$ cat src/rtl/regfile_wr_arb.sv
// regfile_wr_arb: two-requester write-back arbiter in front of a register file.
// The execute and memory stages each feed a small FIFO; a 1-bit round-robin
// pointer picks one head per cycle and loads it into the registered write port
// (we3/wa3/wd3). Writes to register 31 (XZR) are consumed but never emitted.
// Optional feature: define REGFILE_WR_ARB_PEND_EN to add the pend[31:0] output.

module regfile_wr_arb_fifo #(
  parameter int DEPTH = 2
) (
  input  logic        clk,
  input  logic        reset,
  input  logic        push,
  input  logic [4:0]  push_addr,
  input  logic [63:0] push_data,
  input  logic        pop,
  output logic [4:0]  head_addr,
  output logic [63:0] head_data,
  output logic        empty,
  output logic        full
`ifdef REGFILE_WR_ARB_PEND_EN
  , output logic [31:0] addr_mask
`endif
);

  localparam int PW = (DEPTH > 1) ? $clog2(DEPTH) : 1;

  logic [4:0]    addr_q [DEPTH];
  logic [4:0]    addr_d [DEPTH];
  logic [63:0]   data_q [DEPTH];
  logic [63:0]   data_d [DEPTH];
  logic [PW-1:0] rd_ptr_q, rd_ptr_d;
  logic [PW-1:0] wr_ptr_q, wr_ptr_d;
  logic [PW:0]   count_q, count_d;
  logic          push_en, pop_en;

  assign empty     = (count_q == '0);
  assign full      = (count_q == (PW+1)'(DEPTH));
  assign head_addr = addr_q[rd_ptr_q];
  assign head_data = data_q[rd_ptr_q];
  assign push_en   = push && !full;
  assign pop_en    = pop && !empty;

  // Next-state for storage and pointers; pointers wrap naturally since DEPTH is a power of two
  always_comb begin
    addr_d   = addr_q;
    data_d   = data_q;
    rd_ptr_d = rd_ptr_q;
    wr_ptr_d = wr_ptr_q;
    count_d  = count_q + (PW+1)'(push_en) - (PW+1)'(pop_en);
    if (push_en) begin
      addr_d[wr_ptr_q] = push_addr;
      data_d[wr_ptr_q] = push_data;
      wr_ptr_d         = wr_ptr_q + PW'(1);
    end
    if (pop_en) begin
      rd_ptr_d = rd_ptr_q + PW'(1);
    end
  end

  // State registers; reset empties the FIFO and clears stale contents
  always_ff @(posedge clk or posedge reset) begin
    if (reset) begin
      for (int i = 0; i < DEPTH; i++) begin
        addr_q[i] <= '0;
        data_q[i] <= '0;
      end
      rd_ptr_q <= '0;
      wr_ptr_q <= '0;
      count_q  <= '0;
    end else begin
      addr_q   <= addr_d;
      data_q   <= data_d;
      rd_ptr_q <= rd_ptr_d;
      wr_ptr_q <= wr_ptr_d;
      count_q  <= count_d;
    end
  end

`ifdef REGFILE_WR_ARB_PEND_EN
  // One-hot OR of destination addresses of all occupied entries
  always_comb begin
    addr_mask = '0;
    for (int k = 0; k < DEPTH; k++) begin
      if ((PW+1)'(k) < count_q) begin
        addr_mask[addr_q[rd_ptr_q + PW'(k)]] = 1'b1;
      end
    end
  end
`endif

endmodule

module regfile_wr_arb #(
  parameter int DEPTH = 2
) (
  input  logic        clk,
  input  logic        reset,
  input  logic        ex_valid,
  output logic        ex_ready,
  input  logic [4:0]  ex_wa,
  input  logic [63:0] ex_wd,
  input  logic        mem_valid,
  output logic        mem_ready,
  input  logic [4:0]  mem_wa,
  input  logic [63:0] mem_wd,
  output logic        we3,
  output logic [4:0]  wa3,
  output logic [63:0] wd3,
  output logic        idle
`ifdef REGFILE_WR_ARB_PEND_EN
  , output logic [31:0] pend
`endif
);

  logic        ex_empty, ex_full, mem_empty, mem_full;
  logic [4:0]  ex_head_addr, mem_head_addr;
  logic [63:0] ex_head_data, mem_head_data;
  logic        ex_grant, mem_grant, any_grant;
  logic [4:0]  grant_addr;
  logic [63:0] grant_data;
  logic        rr_q, rr_d;
  logic        we3_q, we3_d;
  logic [4:0]  wa3_q, wa3_d;
  logic [63:0] wd3_q, wd3_d;

`ifdef REGFILE_WR_ARB_PEND_EN
  logic [31:0] ex_mask, mem_mask;
`endif

  // Ready is a pure function of occupancy so a full FIFO never accepts, even when popping
  assign ex_ready  = !ex_full && !reset;
  assign mem_ready = !mem_full && !reset;

  regfile_wr_arb_fifo #(.DEPTH(DEPTH)) u_ex_fifo (
    .clk       (clk),
    .reset     (reset),
    .push      (ex_valid && ex_ready),
    .push_addr (ex_wa),
    .push_data (ex_wd),
    .pop       (ex_grant),
    .head_addr (ex_head_addr),
    .head_data (ex_head_data),
    .empty     (ex_empty),
    .full      (ex_full)
`ifdef REGFILE_WR_ARB_PEND_EN
    , .addr_mask (ex_mask)
`endif
  );

  regfile_wr_arb_fifo #(.DEPTH(DEPTH)) u_mem_fifo (
    .clk       (clk),
    .reset     (reset),
    .push      (mem_valid && mem_ready),
    .push_addr (mem_wa),
    .push_data (mem_wd),
    .pop       (mem_grant),
    .head_addr (mem_head_addr),
    .head_data (mem_head_data),
    .empty     (mem_empty),
    .full      (mem_full)
`ifdef REGFILE_WR_ARB_PEND_EN
    , .addr_mask (mem_mask)
`endif
  );

  // Round-robin grant, pointer update and write-port next state (XZR writes are swallowed)
  always_comb begin
    ex_grant   = !ex_empty && (!rr_q || mem_empty);
    mem_grant  = !mem_empty && (rr_q || ex_empty);
    any_grant  = ex_grant || mem_grant;
    grant_addr = ex_grant ? ex_head_addr : mem_head_addr;
    grant_data = ex_grant ? ex_head_data : mem_head_data;
    rr_d       = rr_q;
    we3_d      = 1'b0;
    wa3_d      = wa3_q;
    wd3_d      = wd3_q;
    if (ex_grant) begin
      rr_d = 1'b1;
    end else if (mem_grant) begin
      rr_d = 1'b0;
    end
    if (any_grant && (grant_addr != 5'd31)) begin
      we3_d = 1'b1;
      wa3_d = grant_addr;
      wd3_d = grant_data;
    end
  end

  // Registered write port and arbitration pointer
  always_ff @(posedge clk or posedge reset) begin
    if (reset) begin
      rr_q  <= 1'b0;
      we3_q <= 1'b0;
      wa3_q <= '0;
      wd3_q <= '0;
    end else begin
      rr_q  <= rr_d;
      we3_q <= we3_d;
      wa3_q <= wa3_d;
      wd3_q <= wd3_d;
    end
  end

  assign we3  = we3_q;
  assign wa3  = wa3_q;
  assign wd3  = wd3_q;
  assign idle = ex_empty && mem_empty && !we3_q;

`ifdef REGFILE_WR_ARB_PEND_EN
  // Pending writes: queued entries plus the write currently on the port; r31 is never pending
  assign pend = (ex_mask | mem_mask | (we3_q ? (32'h1 << wa3_q) : 32'h0)) & 32'h7FFF_FFFF;
`endif

endmodule

$ cat config.mk
export PLATFORM = sky130hd
export DESIGN_NAME = regfile_wr_arb
export DESIGN_NICKNAME = d
export VERILOG_FILES = /design/src/rtl/regfile_wr_arb.sv
export SDC_FILE = /design/constraint.sdc
export NUM_CORES = 1
export LEC_CHECK = 0
export CORE_MARGIN = 1.5
export CORE_UTILIZATION = 30
export DETAILED_ROUTE_END_ITERATION = 16
export SKIP_LAST_GASP = 1
export SYNTH_ARGS = -nofsm -noshare
export SYNTH_HDL_FRONTEND = slang
export SYNTH_HIERARCHICAL = 1
export SYNTH_SLANG_ARGS = --single-unit
export TNS_END_PERCENT = 1
$ cat constraint.sdc
create_clock -name clk -period 4.4 [get_ports clk]
set_clock_uncertainty 0.1 [all_clocks]
set_input_delay 0.88 -clock clk [delete_from_list [all_inputs] [get_ports clk]]
set_output_delay 0.88 -clock clk [all_outputs]
set_load 0.05 [all_outputs]
# Word-level counts from Yosys, hierarchy flattened
# Index checks and enable logic that the tools add are counted.
# word_totals
ff_bits	355
latch_bits	0
ramBits	0
rom_bits	0
inputBits	142
output_inout_bits	73
wordCells	96
mem_count	0
# classes
n_addsub	8
mul	0
div_mod_pow	0
magnitude_cmp	6
eq_ne	3
n_shift	0
n_mux	29
n_bitwise	4
n_reduce_logical	28
# ops
operator	n
64-bit 2-to-1 mux	9
128-bit bitwise mux	2
64-bit demux with 1-bit select	2
5-bit 2-to-1 mux	9
10-bit bitwise mux	2
1-bit logical AND	15
5-bit demux with 1-bit select	2
2-bit greater-or-equal comparator, second input constant	4
1-bit inverter with 2-bit output	4
1-bit zero test	7
5-bit inequality test, second input constant	1
1-bit adder, second input constant	4
2-bit by 1-bit adder with 2-bit output	2
2-bit equality test, second input constant	2
2-bit zero test	2
2-bit by 1-bit less-than comparator with 1-bit output, second input constant	2
2-bit by 1-bit subtractor with 2-bit output	2
1-bit logical OR	3
1-bit 2-to-1 mux	3
2-bit nonzero test	1

# Logic depth before layout (Yosys ltp)
# Gate-level depths: netlist of the first run.
# depth
word_depth	8
ltp_mapped	12
depth_no_buf	10

# Cells and area by module
# Netlist of the first run, hierarchy kept.
# by_module_without_submodules
module	instances	cells_each	area_per_inst_um2	seq_area_each_um2
regfile_wr_arb_fifo at u_mem_fifo	1	387	6180.9	3553.4
regfile_wr_arb_fifo at u_ex_fifo	1	387	6174.7	3553.4
regfile_wr_arb	1	245	3528.4	1776.7

# Worst setup path before layout of the first run
# Ideal clock, no wire load.
# synth_path
path_type	input port to flip-flop
startpoint	in reset
endpoint	reg u_mem_fifo/data_q[35] in the netlist's numbering
setup_time_ns	0.125
arrival_time_ns	2.688
required_time_ns	4.175
path_slack_ns	1.487
stages	7
path_buffers	3
cell_sequence	nor2_1 > and2_1 > and3_4 > buf_6 > buf_6 > buf_8 > mux2_4
# synth_between
elab_chain_cells	4
# synth_lines
item	line_no	source
start: declaration	97	input logic reset,
1-bit zero test (no line)	--	
1-bit logical AND	132	assign mem_ready = !mem_full && !reset;
1-bit logical AND	153	.push (mem_valid && mem_ready),
1-bit logical AND	40	assign push_en = push && !full;
end signal: assignment	72	data_q <= data_d;
end: declaration	29	logic [63:0] data_q [DEPTH];
# No other way between the ends.
# A chain may end at the register's enable or synchronous reset.

# Final worst setup path of the first run
# layout_path
startpoint	in reset
endpoint	out mem_ready
# layout_between
elab_chain_cells	2
# layout_lines
item	line_no	source
1-bit zero test (no line)	--	
1-bit logical AND	132	
end: declaration	103	output logic mem_ready,
# No other way between the ends.

==> results.sh, run 1 <==
export IMPL_outcome="complete, no violations"
export IMPL_io_buffer_count=214
export IMPL_cp_end_kind="output pin"
export IMPL_n_fill_cell=4868
export IMPL_vias=8953
export IMPL_ys_seq_area_share_pct=55.9
export IMPL_drt_first_iter_violations=303
export IMPL_overflow=0
export IMPL_start_util_pct=30.3
export IMPL_dr_pass1_iters=4
export IMPL_tightest_slew_ns=1.07
export IMPL_worst_setup_path_start_kind="primary input"
export IMPL_synthTopCellsByArea="dfrtp_1 (56%), mux2_2 (37%), mux2_4 (1.9%)"
export IMPL_dp_hpwl_mm=24.4
export IMPL_hp_class="reg2reg"
export IMPL_cts_hold_buf=0
export IMPL_p_leak_uw=0.00843
export IMPL_synth_top_area_share_pct=55.9
export IMPL_syn_cell_area_um2=15900
export IMPL_grt_max_degree=71
export IMPL_grt_pass1_wl_mm=61.9
export IMPL_crit_start="reset"
export IMPL_fin_crit_sh_pct=79.8
export IMPL_netlist_instances=1019
export IMPL_synth_top_area_cell="dfrtp_1"
export IMPL_rows=84
export IMPL_crit_path_max_fanout=5
export IMPL_route_detailed_drc=0
export IMPL_gp_congestion=0.691
export IMPL_synth_cell_types=27
export IMPL_cts_root_buf="clkbuf_16"
export IMPL_drive_above_1_share_pct=50.3
export IMPL_finalHoldViolCount=0
export IMPL_rsz0062_at_grt="false"
export IMPL_final_seq_area_um2=8890
export IMPL_yosys_warnings=6
export IMPL_yosys_register_bits=355
export IMPL_cap_viol_max_count=0
export IMPL_hp_start="wa3[1]"
export IMPL_synth_fp_nets=1165
export IMPL_layout_commonest_cell="mux2_2"
export IMPL_hold_depth=1
export IMPL_multi_input_area_um2=6600
export IMPL_async_flop_share_pct=100
export IMPL_fin_hold_ws_ns=0.392
export IMPL_critPathRequiredTime_ns=3.42
export IMPL_wire_per_inst_um=20.4
export IMPL_grt_pass1_vias=10200
export IMPL_slew_viol_final=0
export IMPL_finalCriticalPeriod_ns=3.51
export IMPL_cts_resized=0
export IMPL_reg2reg_from="u_ex_fifo/count_q[1]"
export IMPL_via_per_inst=4.59
export IMPL_setup_violations=0
export IMPL_numCtsBuffers=43
export IMPL_drtAntennaViolNets=0
export IMPL_arrival_ns=2.53
export IMPL_relSlewSlack_pct=28.6
export IMPL_cts_path_max_buffers=3
export IMPL_area_growth_pct=26.9
export IMPL_r2r_cells=5
export IMPL_final_cell_mix="mux2_2 (522), dfrtp_1 (353), clkdlybuf4s50_1 (214)"
export IMPL_setup_tns_ns=0
export IMPL_synth_enable_flop_cells=0
export IMPL_dp_slack_ns=0.899
export IMPL_synth_top_flop_cell="dfrtp_1"
export IMPL_grt_usage_pct=15.1
export IMPL_fin_nets=1381
export IMPL_clkSinkCount=355
export IMPL_ir_drop_mv=0.466
export IMPL_power_density_nw_per_um2=868
export IMPL_syn_area_per_cell_um2=15.6
export IMPL_die_w_um=233
export IMPL_die_y_um=233
export IMPL_io_pins=215
export IMPL_wl_mm=39.8
export IMPL_grt_antenna_before_repair=3
export IMPL_worstSetupPathType="in2out"
export IMPL_setup_ws_ns=0.889
export IMPL_insertion_delay_ns=0.56
export IMPL_cts_tree="done"
export IMPL_h_tree_depth=2
export IMPL_die_area_um2=54300
export IMPL_post_cts_setup_buffers=0
export IMPL_fmax_mhz=285
export IMPL_clk_pin_slew_ns=0.05
export IMPL_core_area_um2=52400
area by class of cell:
| class | count | share of cell area [%] |
|---|---|---|
| antenna | 1 | 0.0124 |
| clock buffer | 63 | 6.27 |
| clock inverter | 9 | 0.639 |
| inverter | 10 | 0.242 |
| multi-input combinational | 593 | 32.7 |
| sequential | 355 | 44.1 |
| tap | 688 | 4.27 |
| timing repair buffer | 232 | 11.7 |
critical path, cell delays in order:
cell and delay [ns]:
clkdlybuf4s50_1 0.60, nor2_1 0.22, clkdlybuf4s50_1 0.83
logic make-up (layout without fill, tap and decap cells):
| family | Yosys count | after routing | share of synthesized area [%] |
|---|---|---|---|
| muxes | 542 | 542 | 38.9 |
| DFF | 355 | 355 | 55.9 |
| buffers and inverters | 71 | 314 | 2.63 |
| and+or+nand+nor | 26 | 26 | 1.09 |
| AOI/OAI and AO/OA | 13 | 13 | 0.701 |
| xor gates and xnor gates | 8 | 8 | 0.441 |
| adders and majority gates | 4 | 4 | 0.315 |
| other | 0 | 1 | 0 |
state kept, by name, summed over array words and instances, names as in the netlist:
name / count
rr_q: 1
u_ex_fifo/addr_q: 10
u_ex_fifo/count_q: 2
u_ex_fifo/data_q: 128
u_ex_fifo/rd_ptr_q: 1
u_ex_fifo/wr_ptr_q: 1
u_mem_fifo/addr_q: 10
u_mem_fifo/count_q: 2
u_mem_fifo/data_q: 128
u_mem_fifo/rd_ptr_q: 1
u_mem_fifo/wr_ptr_q: 1
wa3: 5
wd3: 64
we3: 1
per-layer routing:
metal	GRT usage, %	vias up	routed length [um]
li1	-	4081	-
met1	19.8	4657	18000
met2	25.1	162	19300
met3	3.41	49	1760
met4	3.75	4	686
met5	0	-	27
synthesized netlist by cell type, drive strengths merged (3+ instances only):
| cell type | instances |
|---|---|
| buf | 52 |
| o22a | 5 |
| mux2 | 542 |
| o21a | 5 |
| nor2b | 3 |
| inv | 10 |
| dfrtp | 355 |
| nor2 | 7 |
| xnor2 | 6 |
| nand2 | 5 |
| ha | 4 |
| clkbuf | 9 |
stage by stage:
stage / instances / area (um^2) / utilization (%) / power [uW]
after global routing: 1951 / 20200 / 38.4 / 18600
after CTS: 1950 / 20200 / 38.4 / 17800
after detailed placement: 1878 / 18800 / 35.8 / 14200
after floorplan: 1019 / 15900 / - / 12000
final: 1951 / 20200 / 38.4 / 17500
after global placement: 1878 / 18800 / 35.8 / 13900
worst paths after layout:
| kind | end | slack, ns |
|---|---|---|
| max | mem_ready | 0.89 |
| min | wa3[1] | 0.39 |
| max reg2reg | wd3[39] | 1.50 |
| min reg2reg | wa3[1] | 0.39 |
| max in group asynchronous | wd3[16] | 2.34 |
| min in group asynchronous | u_mem_fifo/data_q[63] | 0.90 |
where the power goes:
part           leakage (uW)  switching, uW  internal (uW)
Sequential          0.00425           1010           5000
Combinational       0.00350           3550           4410
Clock              0.000677           1370           2150
Total               0.00843           5930          11600
(Power assumes the default switching activity.)
==> run 2, diff against run 1 <==
==> constraint.sdc (replaced) <==
create_clock -name clk -period 3.4 [get_ports clk]
set_clock_uncertainty 0.1 [all_clocks]
set_input_delay 0.68 -clock clk [delete_from_list [all_inputs] [get_ports clk]]
set_output_delay 0.68 -clock clk [all_outputs]
set_load 0.05 [all_outputs]
==> results.sh, run 2 (synthesis results as in run 1) <==
export IMPL_hp_start="wa3[2]"
export IMPL_io_buffer_count=214
export IMPL_arrival_ns=2.42
export IMPL_layout_commonest_cell="mux2_2"
export IMPL_grt_max_degree=59
export IMPL_crit_cells=4
export IMPL_antenna_cells=0
export IMPL_cts_hold_buf=0
export IMPL_rsz0062_at_grt="false"
export IMPL_grt_pass1_vias=10200
export IMPL_worstSetupPathType="reg2out"
export IMPL_clk_pin_slew_ns=0.06
export IMPL_relSlewSlack_pct=52.6
export IMPL_area_growth_pct=28.1
export IMPL_fmax_mhz=312
export IMPL_crit_path_top_delay_cell="clkdlybuf4s50_1"
export IMPL_cts_tree="done"
export IMPL_io_pins=215
export IMPL_fin_nets=1387
export IMPL_cts_root_buf="clkbuf_16"
export IMPL_timing_critical_path_buf_inv=1
export IMPL_r2r_cells=9
export IMPL_wire_per_inst_um=20.0
export IMPL_start_util_pct=30.3
export IMPL_vias=9068
export IMPL_crit_path_max_incr_delay_ns=0.82
export IMPL_fin_crit_sh_pct=94.1
export IMPL_wl_mm=39.2
export IMPL_route_detailed_drc=0
export IMPL_crit_family="buffers and inverters"
export IMPL_rows=84
export IMPL_die_w_um=233
export IMPL_final_seq_area_um2=8890
export IMPL_fin_hold_ws_ns=0.389
export IMPL_dp_hpwl_mm=25.5
export IMPL_via_per_inst=4.63
export IMPL_die_area_um2=54300
export IMPL_die_y_um=233
export IMPL_power_density_nw_per_um2=1120
export IMPL_post_cts_setup_buffers=0
export IMPL_outcome="complete, no violations"
export IMPL_reg2reg_from="u_ex_fifo/count_q[1]"
export IMPL_critPathRequiredTime_ns=2.62
export IMPL_tightest_slew_ns=0.710
export IMPL_cap_viol_max_count=0
export IMPL_dp_cells=1885
export IMPL_cp_end_kind="output pin"
export IMPL_drive_above_1_share_pct=50.8
export IMPL_hp_class="reg2reg"
export IMPL_cts_resized=0
export IMPL_finalHoldViolCount=0
export IMPL_setup_violations=0
export IMPL_worst_setup_path_start_kind="flop"
export IMPL_drtAntennaViolNets=0
export IMPL_numCtsBuffers=42
export IMPL_critical_path_cell_chain="nor2_1, nand2_1, nor2_1, clkdlybuf4s50_1"
export IMPL_crit_path_max_fanout=5
export IMPL_core_area_um2=52400
export IMPL_dr_pass1_iters=4
export IMPL_gp_congestion=0.713
export IMPL_grt_pass1_wl_mm=60.7
export IMPL_multi_input_area_um2=6600
export IMPL_final_cell_mix="mux2_2 (522), dfrtp_1 (353), clkdlybuf4s50_1 (212)"
export IMPL_cts_path_max_buffers=3
export IMPL_ir_drop_mv=0.728
export IMPL_grt_antenna_before_repair=3
export IMPL_finalCriticalPeriod_ns=3.20
export IMPL_cp_common_cell="nor2_1"
export IMPL_p_leak_uw=0.00853
export IMPL_hold_depth=1
export IMPL_clkSinkCount=355
export IMPL_stdcell_count=1958
export IMPL_overflow=0
export IMPL_insertion_delay_ns=0.56
export IMPL_crit_start="u_ex_fifo/count_q[1]"
export IMPL_drt_first_iter_violations=274
export IMPL_n_fill_cell=4866
export IMPL_h_tree_depth=2
export IMPL_grt_usage_pct=14.7
export IMPL_slew_viol_final=0
[run 2: worst reg2reg max path, delay by kind of cell (launching register included)]
family / cells / cell delay [ns]
flops: 1 / 0.43
buf+inv: 2 / 0.13
xor+xnor: 2 / 0.32
fa+ha+maj: 2 / 0.48
simple gates: 3 / 1.10
[run 2: final timing paths]
kind,end,slack (ns)
worst max-delay path,idle,0.20
worst max register to register,u_ex_fifo/count_q[1],0.77
min in group asynchronous,rr_q,0.61
max in group asynchronous,u_ex_fifo/data_q[101],1.76
worst min-delay path,wa3[2],0.39
worst min register to register,wa3[2],0.39
[run 2: layout make-up]
| type | instances | share of cell area (%) |
|---|---|---|
| repair buffers | 239 | 12.4 |
| flip-flops and latches | 355 | 43.7 |
| clock inverters | 11 | 0.904 |
| multi-input cells | 593 | 32.5 |
| inverters | 10 | 0.240 |
| well taps | 688 | 4.23 |
| clock buffers | 62 | 6.03 |
[run 2: stage by stage]
step / instance area [um^2] / worst slack [ns] / utilization [%] / power (uW) / setup TNS [ns]
4_1_cts: 20300 / 0.132 / 38.8 / 23200 / 0
3_5_place_dp: 18900 / 0.484 / 36.1 / 18400 / 0
3_3_place_gp: 18900 / 0.492 / 36.1 / 18100 / 0
2_1_floorplan: 15900 / -1.19 / - / 15600 / -168.92
5_1_grt: 20300 / 0.0602 / 38.8 / 24200 / 0
6_report: 20300 / 0.200 / 38.8 / 22800 / 0
[run 2: layer usage]
layer / track usage (%) / vias to the layer above / wire [um] / part of all wire, %
li1: - / 4106 / - / -
met1: 19.3 / 4717 / 17700 / 45
met2: 24.3 / 161 / 18800 / 48
met3: 3.38 / 78 / 1740 / 4.4
met4: 4.11 / 6 / 885 / 2.3
met5: 0 / - / 43 / 0.11
[run 2: where the power goes]
part | total [uW] | switching [uW] | internal [uW]
Combinational | 10600 | 4810 | 5800
Sequential | 7580 | 1110 | 6480
Clock | 4630 | 1760 | 2860
Total | 22800 | 7680 | 15100
